--- src/rtl/sdram_burst_arbiter.sv ---
// sdram_burst_arbiter
//   Schedules SDRAM burst writes (camera FIFO -> SDRAM) and burst reads
//   (SDRAM -> VGA FIFO) from the FIFO fill levels. When both directions are
//   eligible at the same time, they take turns. Each burst gets a start word
//   address and a bank. Addresses wrap at the end of each frame. With
//   PINGPONG=1, consecutive write frames alternate between banks 0 and 1, and
//   the reader follows the most recently completed write frame.
//
// Ports
//   S_CLK         system clock, rising edge
//   RST           synchronous reset, active-high
//   sdram_ready   SDRAM initialisation complete; no grants while low
//   w_fifo_usedw  write-FIFO fill level
//   r_fifo_usedw  read-FIFO fill level
//   write_ack     one-cycle pulse: write burst finished
//   read_ack      one-cycle pulse: read burst finished
//   write_en      write burst request, held until write_ack
//   read_en       read burst request, held until read_ack
//   addr          start word address of the current burst
//   bank          bank of the current burst
//   frame_done_w  one-cycle pulse: last write burst of a frame acknowledged
//   frame_done_r  one-cycle pulse: last read burst of a frame acknowledged
module sdram_burst_arbiter #(
  parameter int USEDW_W     = 9,
  parameter int ADDR_W      = 20,
  parameter int BURST_LEN   = 256,
  parameter int FRAME_WORDS = 307200,
  parameter int WR_THRESH   = 256,
  parameter int RD_THRESH   = 256,
  parameter int PINGPONG    = 1
) (
  input  logic               S_CLK,
  input  logic               RST,
  input  logic               sdram_ready,
  input  logic [USEDW_W-1:0] w_fifo_usedw,
  input  logic [USEDW_W-1:0] r_fifo_usedw,
  input  logic               write_ack,
  input  logic               read_ack,
  output logic               write_en,
  output logic               read_en,
  output logic [ADDR_W-1:0]  addr,
  output logic [1:0]         bank,
  output logic               frame_done_w,
  output logic               frame_done_r
);

  typedef enum logic [1:0] {IDLE, WRITE, READ} state_t;

  // The frame-wrap compare uses one extra bit, so a frame that fills the
  // whole address space does not overflow the compare.
  localparam logic [ADDR_W:0]   FRAME_EXT = (ADDR_W+1)'(FRAME_WORDS);
  localparam logic [ADDR_W:0]   BURST_EXT = (ADDR_W+1)'(BURST_LEN);
  localparam logic [ADDR_W-1:0] BURST_STP = ADDR_W'(BURST_LEN);

  state_t            state_reg, state_next;
  logic [ADDR_W-1:0] wr_addr_reg, rd_addr_reg;
  logic [1:0]        wr_bank_reg, rd_bank_reg, done_bank_reg;
  logic              last_grant_wr_reg;  // 1: the most recent grant was a write
  logic              rd_valid_reg;       // at least one full frame has been written
  logic              wr_ok, rd_ok, grant_wr, grant_rd;
  logic              wr_wrap, rd_wrap;

  assign wr_ok   = 32'(w_fifo_usedw) >= WR_THRESH;
  assign rd_ok   = rd_valid_reg && (32'(r_fifo_usedw) < RD_THRESH);
  assign wr_wrap = ({1'b0, wr_addr_reg} + BURST_EXT) == FRAME_EXT;
  assign rd_wrap = ({1'b0, rd_addr_reg} + BURST_EXT) == FRAME_EXT;

  // State register
  always_ff @(posedge S_CLK) begin
    if (RST) state_reg <= IDLE;
    else     state_reg <= state_next;
  end

  // Next-state logic. The FIFO levels are only examined in IDLE.
  always_comb begin
    state_next = state_reg;
    grant_wr   = 1'b0;
    grant_rd   = 1'b0;
    case (state_reg)
      IDLE: begin
        if (sdram_ready) begin
          // When both directions are eligible, the one not served last wins.
          grant_wr = wr_ok && (!rd_ok || !last_grant_wr_reg);
          grant_rd = rd_ok && !grant_wr;
          if (grant_wr)      state_next = WRITE;
          else if (grant_rd) state_next = READ;
        end
      end
      WRITE:   if (write_ack) state_next = IDLE;
      READ:    if (read_ack)  state_next = IDLE;
      default: state_next = IDLE;
    endcase
  end

  // Output logic: each request is a level held for the whole burst state.
  always_comb begin
    write_en = (state_reg == WRITE);
    read_en  = (state_reg == READ);
  end

  // Burst address/bank bookkeeping. Only the ack that matches the current
  // state is acted on; stray acks fall through untouched.
  always_ff @(posedge S_CLK) begin
    if (RST) begin
      addr              <= '0;
      bank              <= 2'd0;
      frame_done_w      <= 1'b0;
      frame_done_r      <= 1'b0;
      wr_addr_reg       <= '0;
      rd_addr_reg       <= '0;
      wr_bank_reg       <= 2'd0;
      rd_bank_reg       <= 2'd0;
      done_bank_reg     <= 2'd0;
      last_grant_wr_reg <= 1'b0;
      rd_valid_reg      <= 1'b0;
    end else begin
      frame_done_w <= 1'b0;
      frame_done_r <= 1'b0;
      case (state_reg)
        IDLE: begin
          if (grant_wr) begin
            addr              <= wr_addr_reg;
            bank              <= wr_bank_reg;
            last_grant_wr_reg <= 1'b1;
          end else if (grant_rd) begin
            // A new read frame locks onto the most recently completed write frame.
            if (rd_addr_reg == '0) begin
              rd_bank_reg <= done_bank_reg;
              bank        <= done_bank_reg;
            end else begin
              bank        <= rd_bank_reg;
            end
            addr              <= rd_addr_reg;
            last_grant_wr_reg <= 1'b0;
          end
        end
        WRITE: begin
          if (write_ack) begin
            if (wr_wrap) begin
              wr_addr_reg   <= '0;
              frame_done_w  <= 1'b1;
              done_bank_reg <= wr_bank_reg;
              wr_bank_reg   <= (PINGPONG != 0) ? {1'b0, ~wr_bank_reg[0]} : 2'd0;
              rd_valid_reg  <= 1'b1;
            end else begin
              wr_addr_reg   <= wr_addr_reg + BURST_STP;
            end
          end
        end
        READ: begin
          if (read_ack) begin
            if (rd_wrap) begin
              rd_addr_reg  <= '0;
              frame_done_r <= 1'b1;
            end else begin
              rd_addr_reg  <= rd_addr_reg + BURST_STP;
            end
          end
        end
        default: ;
      endcase
    end
  end

endmodule
--- config.mk ---
export PLATFORM = sky130hd
export DESIGN_NAME = sdram_burst_arbiter
export DESIGN_NICKNAME = d
export VERILOG_FILES = /design/src/rtl/sdram_burst_arbiter.sv
export SDC_FILE = /design/constraint.sdc
export NUM_CORES = 1
export LEC_CHECK = 0
export ABC_AREA = 1
export CAP_MARGIN = 15
export CORE_ASPECT_RATIO = 1.75
export CORE_MARGIN = 10
export CORE_UTILIZATION = 50
export DETAILED_ROUTE_END_ITERATION = 8
export PLACE_DENSITY = 0.76
export REMOVE_ABC_BUFFERS = 1
export SLEW_MARGIN = 20
export SYNTH_ARGS = -nofsm -noshare
export SYNTH_HDL_FRONTEND = slang
export SYNTH_SLANG_ARGS = --single-unit
export TNS_END_PERCENT = 5
--- constraint.sdc ---
create_clock -name S_CLK -period 1.9 [get_ports S_CLK]
set_input_delay 0.19 -clock S_CLK [delete_from_list [all_inputs] [get_ports S_CLK]]
set_output_delay 0.19 -clock S_CLK [all_outputs]
set_load 0.02 [all_outputs]
# [Word level (Yosys, flattened, before mapping)]
# Index checks and enable logic that the tools add are counted.
# W data, S select, Z words.
[op_classes] reduce_logical=18 magnitude_cmp=2 add_sub_neg=4 bitwise=6 muxes=21 n_eq_ne=8
[ops] cell="$mux W20" count=4
[ops] cell="$add A20 B9 Y21 const B" count=2
[ops] cell="$eq A21 B19 Y1 const B" count=2
[ops] cell="$add A20 B9 Y20 const B" count=2
[ops] cell="$logic_not A20 Y1" count=1
[ops] cell="$mux W2" count=8
[ops] cell="$ge A9 B9 Y1 const B" count=1
[ops] cell="$lt A9 B9 Y1 const B" count=1
[ops] cell="$mux W1" count=8
[ops] cell="$ne A2 B2 Y1 const B" count=3
[ops] cell="$not A1 Y1" count=6
[ops] cell="$pmux W2 S3" count=1
[ops] cell="$reduce_and A2 Y1" count=3
[ops] cell="$reduce_and A3 Y1" count=2
[ops] cell="$reduce_or A3 Y1" count=2
[ops] cell="$reduce_and A4 Y1" count=1
[ops] cell="$logic_and A1 B1 Y1" count=3
[ops] cell="$logic_not A1 Y1" count=3
[ops] cell="$ne A3 B3 Y1 const B" count=1
[ops] cell="$eq A2 B1 Y1 const B" count=1
[ops] cell="$eq A2 B2 Y1 const B" count=1
[ops] cell="$logic_not A2 Y1" count=1
[ops] cell="$reduce_bool A2 Y1" count=1
[ops] cell="$logic_or A1 B1 Y1" count=1
[word_totals] wordCells=71 in_bits=23 out_inout_bits=26 reg_bits=72

# [Logic depth before layout (Yosys ltp)]
# Gate-level depths: netlist of the first run.
[depth] ltp_word=11 depth_mapped=12 ltp_nobuf=12

# [Worst setup path before layout of the first run]
# No wires, ideal clock.
[synth_timing] path_type="register to register" from="register wr_addr_reg[8]" to="register wr_addr_reg[9]" arrival_ps=1495 setup_slack_ps=287 required_ps=1783 path_stages_with_launch=11 setup_time_ps=117 period_less_slack_ps=1613 path_buffers=0 path_cell_list="dfxtp_1 -> ha_1 -> nand2_1 -> nor2_1 -> nand2_1 -> xor2_1 -> nand3b_1 -> nor2_4 -> nand2_4 -> nand2_4 -> nor2_1"
[synth_via] elab_chain_len=3 elab_cells_between_ends=4 classes_between="add/sub: 2; eq/ne: 1; mux: 1"
[synth_lines] element="start: declaration" line_no="56" source="logic [ADDR_W-1:0] wr_addr_reg, rd_addr_reg;"
[synth_lines] element="start signal: assignment" line_no="146" source="wr_addr_reg <= wr_addr_reg + BURST_STP;"
[synth_lines] element="$add A20 B9 Y21" line_no="65" source="assign wr_wrap = ({1'b0, wr_addr_reg} + BURST_EXT) == FRAME_EXT;"
[synth_lines] element="$eq A21 B19 Y1" line_no="65"
[synth_lines] element="$mux W20 (*)" line_no="139" source="if (wr_wrap) begin"
# Mark *: on every way between the ends. The rest lies on a longest branch, timed or not.
# A chain may end at the register's enable or synchronous reset.

# [Final worst setup path of the first run]
[layout_timing] from="register state_reg[1]" to="output port read_en"
[layout_via] elab_chain_len=1
[layout_lines] element="start: declaration" line_no="55" source="state_t state_reg, state_next;"
[layout_lines] element="start signal: assignment" line_no="71" source="else state_reg <= state_next;"
[layout_lines] element="$eq A2 B2 Y1" line_no="98" source="read_en = (state_reg == READ);"
[layout_lines] element="end: declaration" line_no="40" source="output logic read_en,"
# Every way passes these cells.

==> out/results.tsv, run 1 <==
metric	value	unit
hpwl	5310	um
dpl_worst_slack	42.3	ps
worstPathCellList	inv_1 -> nor2_1 -> clkdlybuf4s50_1	
synthFlopType	dfxtp_1	
rows	35	
htree_levels	2	
p_per_area	596	nW/um2
ff2ff_path_depth	10	
cp-end-kind	primary output	
grt-busiest-layer	met2	
finalCritPeriodShare	93.9	%
synth-warning-count	0	
use_met1	15.0	%
synthArstFlopShare	0	%
finalPower	0.00192	W
gp_congestion	0.912	
use_met3	2.45	%
io_buffer_count	24	
clock.fmax	560	MHz
area_delta_synth_final	18.2	%
layout-drive-gt1-share	12.6	%
synthCells	398	
period_minus_slack	1780	ps
whs_path_depth	2	
grt_pass1_wl	11100	um
slowest_stage	clkdlybuf4s50_1	
drtIter0Drc	160	
seq_area_frac_synth	35.3	%
nFillCells	497	
max-clock-path-buffers	2	
cts_hold_buf	0	
drv_cap	0	
cts_resized	0	
leakage	1.27	nW
num_vias	2538	
setup_tns	0	ps
synth_seq_cells	48	
clk_pin_slew	90	ps
placed_area	3090	um2
cts_buffers	5	
peakVddDrop	0.378	mV
worst-setup-path-type	reg -> out	
avgSynthCellArea	6.84	um2
hold_class	reg -> reg	
setup_viol	0	
cts_tree	built	
worst_slack	115	ps
hold_viol	0	
fin_area	3220	um2
fp.dieH	118	um
slowest_delay	650	ps
post-cts-setup-buffer-count	0	
status	finished, final reports clean	
drv_slew	0	
drc	0	
antenna_found_initial	0	
io_pins	49	
root_buffer	clkbuf_8	
chipWidth	75.8	um
first_pass_iters	4	
grt_use_met2	30.2	%
clock_latency	300	ps
initial_core_util	51.4	%
grt_max_degree	26	
start_kind	register	
synth_edf_count	0	
regToRegSetupSlack	130	ps
wl_per_cell	13.3	um
clock_sinks	48	
syn_area	2720	um2
vias_per_cell	5.04	
worstPathRequired	1710	ps
crit_fanout	3	
timing.hold.ws	460	ps
finish.net_count	457	
dieArea	8910	um2
core_area	5300	um2
synth_cell_types	40	
worst_ep_arrival_time	1590	ps
grt_pass1_vias	2466	
wl	6700	um
grt_usage	15.5	%
grt_overflow	0	
skew	9.77	ps
ant_nets	0	
num_antenna_cells	0	
[final cells by class]
| class | instances | area, um2 | share of cell area [%] |
|---|---|---|---|
| Inverter | 45 | 169 | 5.25 |
| Clock buffer | 6 | 82.6 | 2.57 |
| Tap cell | 74 | 92.6 | 2.88 |
| Clock inverter | 2 | 10.0 | 0.311 |
| Timing Repair Buffer | 39 | 365 | 11.4 |
| Multi-Input combinational cell | 290 | 1530 | 47.5 |
| Sequential cell | 48 | 971 | 30.2 |
[critical path: cells and delay by family, from the launching register on]
kind	cells	cell delay, ps
and+or+nand+nor	1	170
buffers and inverters	2	720
DFF	1	400
[stage by stage]
| step | cells | utilization (%) |
|---|---|---|
| detailed placement | 496 | 58.2 |
| global route | 504 | 60.7 |
| floorplan | 383 | - |
| global placement | 496 | 58.2 |
| finish | 504 | 60.7 |
| CTS | 504 | 60.0 |
[synth_stat cells (3+ instances only)]
cell type    n  area [um2]
o211ai_1     3        22.5
xor2_1       8        70.1
inv_1       43         161
ha_1         5        62.6
a21oi_1     16        80.1
nand2_1    100         375
nor3_1       3        15.0
nor2_1      43         161
nand3_2      3        30.0
nand2_2      3        18.8
dfxtp_1     48         961
nor2_4       5        56.3
o21ai_0     25         125
buf_2        4        20.0
buf_4        9        67.6
nand3_1     29         145
a31oi_1     12        75.1
nand4_1      4        25.0
clkbuf_1     9        33.8
[per-layer routing]
metal / share of wire, % / up-vias
li1: - / 1323
met1: 38 / 1169
met2: 57 / 33
met3: 2.7 / 13
met4: 2.2 / 0
met5: 0 / -
[path summary, 6_finish.rpt]
| check | start | endpoint |
|---|---|---|
| worst max-delay path | state_reg[1]$_SDFFE_PP0P_ | read_en |
| worst min-delay path | rd_valid_reg$_SDFFE_PP0P_ | rd_valid_reg$_SDFFE_PP0P_ |
| worst max register to register | rd_addr_reg[8]$_SDFFE_PP0P_ | rd_addr_reg[13]$_SDFFE_PP0P_ |
| worst min register to register | rd_valid_reg$_SDFFE_PP0P_ | rd_valid_reg$_SDFFE_PP0P_ |
[kinds of logic after synthesis]
group | count (synthesis) | synth area share (%)
xor+xnor | 11 | 3.81
fa+ha+maj | 5 | 2.30
other cells | 1 | 0.138
compound gates | 64 | 13.2
flops | 48 | 35.3
mux | 1 | 0.368
simple gates | 201 | 34.2
buf+inv | 67 | 10.7
[cell usage in the layout, fill, tap and decap left out, drive strengths merged]
cell / count
o21a: 1
nand3b: 1
mux2i: 1
a211oi: 2
nand2: 105
xnor2: 2
buf: 15
nand4: 4
ha: 5
nand3: 32
and3: 1
xor2: 9
o211ai: 3
clkbuf: 6
o221ai: 1
inv: 44
dfxtp: 48
clkinv: 3
nor2b: 1
a31oi: 12
a21oi: 17
clkdlybuf4s50: 24
or2: 1
nor4: 1
nor2: 49
o21bai: 1
nor3: 6
o21ai: 27
conb: 8
[power by group]
part / internal (W) / switching, W
combinational: 0.0000923 / 0.000137
clock: 0.000291 / 0.000336
sequential: 0.00104 / 0.0000268
Note: power is estimated with default switching activity, not from simulation.
==> run 2, diff against run 1 <==
--- a/config.mk
+++ b/config.mk
@@ -6,12 +6,12 @@
 export NUM_CORES = 1
 export LEC_CHECK = 0
 export ABC_AREA = 1
-export CAP_MARGIN = 15
+export CAP_MARGIN = 20
 export CORE_ASPECT_RATIO = 1.75
 export CORE_MARGIN = 10
 export CORE_UTILIZATION = 50
 export DETAILED_ROUTE_END_ITERATION = 8
-export PLACE_DENSITY = 0.76
+export PLACE_DENSITY = 0.82
 export REMOVE_ABC_BUFFERS = 1
 export SLEW_MARGIN = 20
 export SYNTH_ARGS = -nofsm -noshare
==> run 2 against run 1 <==
Compared with the run above: register-to-register slack is essentially flat; total power rose by 0.81%; setup slack better by 7.3 ps; routed wire length is 2.7% higher; non-clock buffer count decreased by 2; die area stayed put; critical endpoint is now wr_addr_reg[9]$_SDFFE_PP0P_; largest cell class unchanged.
==> out/results.tsv, run 2 (synthesized netlist as in run 1, its figures left out) <==
metric	value	unit
drtIter0Drc	195	
antenna_found_initial	0	
num_antenna_cells	0	
grt_pass1_wl	11500	um
grt_max_degree	26	
route.met3.wl	238	um
wl_per_cell	13.7	um
grt_overflow	0	
layout-drive-gt1-share	11.2	%
worstPathCellList	ha_2 -> nand2_1 -> nor2_1 -> nand2_1 -> xor2_2 -> nand3b_1 -> nor2_4 -> nand2_4 -> nand2_4 -> nor2_1	
io_pins	49	
whs_path_depth	2	
comb_power_share	11.6	%
regToRegSetupSlack	120	ps
hold_viol	0	
placed_area	3060	um2
io_buffer_count	24	
finish.net_count	455	
stdcell_count	502	
dieArea	8910	um2
clock_latency	300	ps
status	finished, final reports clean	
final_common_cell	nand2_1	
initial_core_util	51.4	%
met1_length	2610	um
dp_cells	494	
clock.fmax	563	MHz
period_minus_slack	1780	ps
cts_hold_buf	0	
cts_buffers	5	
clk_pin_slew	90	ps
slowest_delay	350	ps
nFillCells	502	
leakage	1.27	nW
hpwl	5330	um
p_int	0.00142	W
clock_sinks	48	
multi_input_area	1510	um2
finalPower	0.00193	W
pwr-share-seq	55.1	%
drv_cap	0	
wl	6890	um
htree_levels	2	
fin_area	3170	um2
fp.dieH	118	um
final_core_util	59.8	%
area_delta_synth_final	16.4	%
p_per_area	610	nW/um2
max-clock-path-buffers	2	
dr_wl_met2	3820	um
gp_congestion	0.999	
ant_nets	0	
first_pass_iters	4	
p_sw	0.000512	W
grt_pass1_vias	2496	
drv_slew	0	
clock_power_share	33.3	%
highest_layer	met4	
vias_per_cell	5.05	
worst_ep_arrival_time	1970	ps
ff2ff_path_depth	10	
skew	10.9	ps
start_kind	register	
root_buffer	clkbuf_8	
crit_fanout	6	
finalCritPeriodShare	93.5	%
rsz0062_at_grt	true	
grt_usage	16.1	%
num_vias	2537	
seqCellArea	966	um2
slowest_stage	dfxtp_1	
cts_tree	built	
setup_viol	0	
rows	35	
peakVddDrop	0.364	mV
cp-end-kind	register	
swShare	26.5	%
drc	0	
chipWidth	75.8	um
worstPathRequired	2090	ps
layout_common_cells	nand2_1, dfxtp_1, inv_1, nor2_1, nand3_1	
worst-setup-path-type	reg -> reg	
hold_class	reg -> reg	
core_area	5300	um2
-- run 2: stage by stage --
step | setup slack [ps] | hold slack [ps] | setup TNS (ps)
floorplan | 213 | 252 | 0
global placement | 111 | 438 | 0
detailed placement | 70.5 | 445 | 0
CTS | 48.0 | 459 | 0
global route | -47.8 | 482 | -242
finish | 123 | 461 | 0
-- run 2: worst paths after layout --
path	start	end
min	rd_valid_reg$_SDFFE_PP0P_	rd_valid_reg$_SDFFE_PP0P_
max reg2reg	wr_addr_reg[9]$_SDFFE_PP0P_	wr_addr_reg[9]$_SDFFE_PP0P_
min reg2reg	rd_valid_reg$_SDFFE_PP0P_	rd_valid_reg$_SDFFE_PP0P_
max	wr_addr_reg[9]$_SDFFE_PP0P_	wr_addr_reg[9]$_SDFFE_PP0P_
-- run 2: layout make-up --
| cell class | instances | area share (%) |
|---|---|---|
| clock buffer | 7 | 2.72 |
| clock inverter | 1 | 0.237 |
| inverter | 45 | 5.33 |
| multi-input combinational | 290 | 47.6 |
| sequential | 48 | 30.5 |
| tap | 74 | 2.92 |
| timing repair buffer | 37 | 10.7 |
-- run 2: power by group through the flow --
stage                     logic (W)  registers (W)  clock network (W)
final                      0.000224        0.00107           0.000645
after global routing       0.000247        0.00107           0.000684
after CTS                  0.000224        0.00107           0.000645
after detailed placement   0.000223        0.00109                  0
after global placement     0.000217        0.00109                  0
after floorplan            0.000101        0.00111                  0
-- run 2: repair_timing --
item | in CTS | in global routing
buffers inserted | 0 | 0
setup endpoints to repair | 0 | 18
endpoints found under the hold margin | 0 | 0
resized for setup | 0 | 8
-- run 2: layer usage --
layer,track usage (%),vias up
met2,29.4,55
met1,16.7,1143
met4,7.36,0
met5,0,-
met3,2.28,15
li1,-,1324
-- run 2: worst max-delay path: cells and delay by family (launching register included) --
kind / cells / cell delay, ps
fa+ha+maj: 1 / 220
flops: 1 / 350
simple gates: 8 / 920
xor+xnor: 1 / 160
==> run 3, diff against run 2 <==
--- a/config.mk
+++ b/config.mk
@@ -6,7 +6,6 @@
 export NUM_CORES = 1
 export LEC_CHECK = 0
 export ABC_AREA = 1
-export CAP_MARGIN = 20
 export CORE_ASPECT_RATIO = 1.75
 export CORE_MARGIN = 10
 export CORE_UTILIZATION = 50
==> constraint.sdc (replaced) <==
create_clock -name S_CLK -period 1.7 [get_ports S_CLK]
set_input_delay 0.17 -clock S_CLK [delete_from_list [all_inputs] [get_ports S_CLK]]
set_output_delay 0.17 -clock S_CLK [all_outputs]
set_load 0.02 [all_outputs]
==> run 3 against run 2 <==
Compared with the run above: the flow now finishes with violations (negative setup slack); hold slack worse by 1.9 ps; flip-flop and latch count stayed put; combinational power is 26% higher; via count is 7.7% higher; die area stayed put; sequential power is 12% higher; clock skew is 2.8 ps lower; core utilization is 7.4 points higher; routed wire length is 8.9% higher; critical path depth is 1 lower; critical path type unchanged; largest power group unchanged.
==> out/results.tsv, run 3 (synthesized netlist as in run 1, its figures left out) <==
metric	value	unit
clock_power_share	33.1	%
swShare	27.2	%
finish.net_count	483	
io_buffer_count	24	
leakage	1.50	nW
hold_class	reg -> reg	
clock_sinks	48	
hpwl	5700	um
grt_usage	16.6	%
cts_tree	built	
start_kind	register	
root_buffer	clkbuf_8	
regToRegSetupSlack	-4	ps
worst-setup-path-type	reg -> reg	
finalPower	0.00221	W
status	complete, but fails checks	
multi_input_area	1650	um2
wl_per_cell	14.2	um
ant_nets	0	
max-clock-path-buffers	2	
period_minus_slack	1700	ps
clk_pin_slew	100	ps
p_int	0.00161	W
final_common_cell	nand2_1	
skew	8.10	ps
placed_area	3240	um2
drv_cap	0	
dp_cells	517	
grt_overflow	0	
dpl_worst_slack	-70.1	ps
fin_area	3560	um2
peakVddDrop	0.526	mV
clock.fmax	587	MHz
area_delta_synth_final	30.8	%
first_pass_iters	5	
rr_startpoint	wr_addr_reg[8]$_SDFFE_PP0P_	
vias_per_cell	5.15	
hold_viol	0	
rsz0062_at_grt	true	
layout-drive-gt1-share	22.6	%
num_vias	2732	
drv_slew	0	
initial_core_util	51.4	%
grt_pass1_vias	2664	
rows	35	
grt_max_degree	26	
chipWidth	75.8	um
pwr-share-seq	54.1	%
seqCellArea	976	um2
drtIter0Drc	115	
worst_ep_arrival_time	1900	ps
wl	7500	um
stdcell_count	530	
io_pins	49	
violations	negative setup slack	
comb_power_share	12.8	%
regToRegEndpoint	wr_addr_reg[9]$_SDFFE_PP0P_	
finalCritPeriodShare	100	%
clock_latency	300	ps
drc	0	
setup_tns	-7.58	ps
worst_slack	-4.23	ps
setup_viol	2	
dieArea	8910	um2
grt_pass1_wl	11900	um
antenna_found_initial	0	
htree_levels	2	
fp.dieH	118	um
cts_hold_buf	0	
cts_buffers	5	
nFillCells	448	
crit_fanout	6	
ff2ff_path_depth	9	
whs_path_depth	2	
min_to	rd_valid_reg$_SDFFE_PP0P_	
layout_common_cells	nand2_1, inv_1, dfxtp_1	
holdCritStartpoint	rd_valid_reg$_SDFFE_PP0P_	
core_area	5300	um2
gp_congestion	0.949	
worstPathRequired	1890	ps
p_sw	0.000602	W
p_per_area	621	nW/um2
num_antenna_cells	0	
cp-end-kind	register	
run 3: through the flow:
step                      util, %  hold slack (ps)
after global routing         67.2              493
final                        67.2              459
after detailed placement     61.2              449
after floorplan                 -              232
after global placement       61.2              439
after CTS                    63.5              463
run 3: worst max-delay path by stage:
stage,end,depth (start not counted),slack (ps),from
global placement,wr_addr_reg[9]$_SDFFE_PP0P_,10,-10,write_ack
CTS,rd_addr_reg[18]$_SDFFE_PP0P_,10,-10,rd_addr_reg[9]$_SDFFE_PP0P_
global route,wr_addr_reg[9]$_SDFFE_PP0P_,10,-110,wr_addr_reg[8]$_SDFFE_PP0P_
detailed placement,wr_addr_reg[15]$_SDFFE_PP0P_,10,-70,wr_addr_reg[8]$_SDFFE_PP0P_
finish,wr_addr_reg[9]$_SDFFE_PP0P_,9,-4,wr_addr_reg[8]$_SDFFE_PP0P_
floorplan,frame_done_r$_SDFF_PP0_,6,10,state_reg[1]$_SDFFE_PP0P_
run 3: per-layer routing:
layer | GRT usage, % | up-vias | share of wire, %
met3 | 2.70 | 26 | 4.0
met4 | 7.94 | 0 | 3.7
li1 | - | 1376 | -
met5 | 0 | - | 0
met1 | 16.3 | 1253 | 36
met2 | 31.0 | 77 | 56
run 3: final cells by class:
class                   instances  area share [%]
inverters                      45            4.74
clock inverters                 2           0.421
multi-input cells             290            46.4
clock buffers                   6            2.32
flip-flops and latches         48            27.4
repair buffers                 65            16.1
well taps                      74            2.60
run 3: critical path, cell delays in order, from the launching register on:
cell,delay [ps]
dfxtp_2,370
ha_4,190
nand3_1,100
xor2_1,170
nor2_1,170
nand3b_1,150
nor2_4,200
nand2_4,100
nand2_8,110
nor2_2,40
run 3: what timing repair did:
item	in CTS	in global routing
setup endpoints to repair	17	19
setup buffers	0	5
pin swaps	2	17
hold endpoints to repair	0	0
resized for setup	10	41
run 3: power groups by stage:
stage          registers [W]  clock network, W  logic [W]
5_1_grt              0.00120          0.000784   0.000307
2_1_floorplan        0.00124                 0   0.000113
3_5_place_dp         0.00122                 0   0.000266
6_report             0.00120          0.000731   0.000283
3_3_place_gp         0.00122                 0   0.000260
4_1_cts              0.00119          0.000739   0.000268
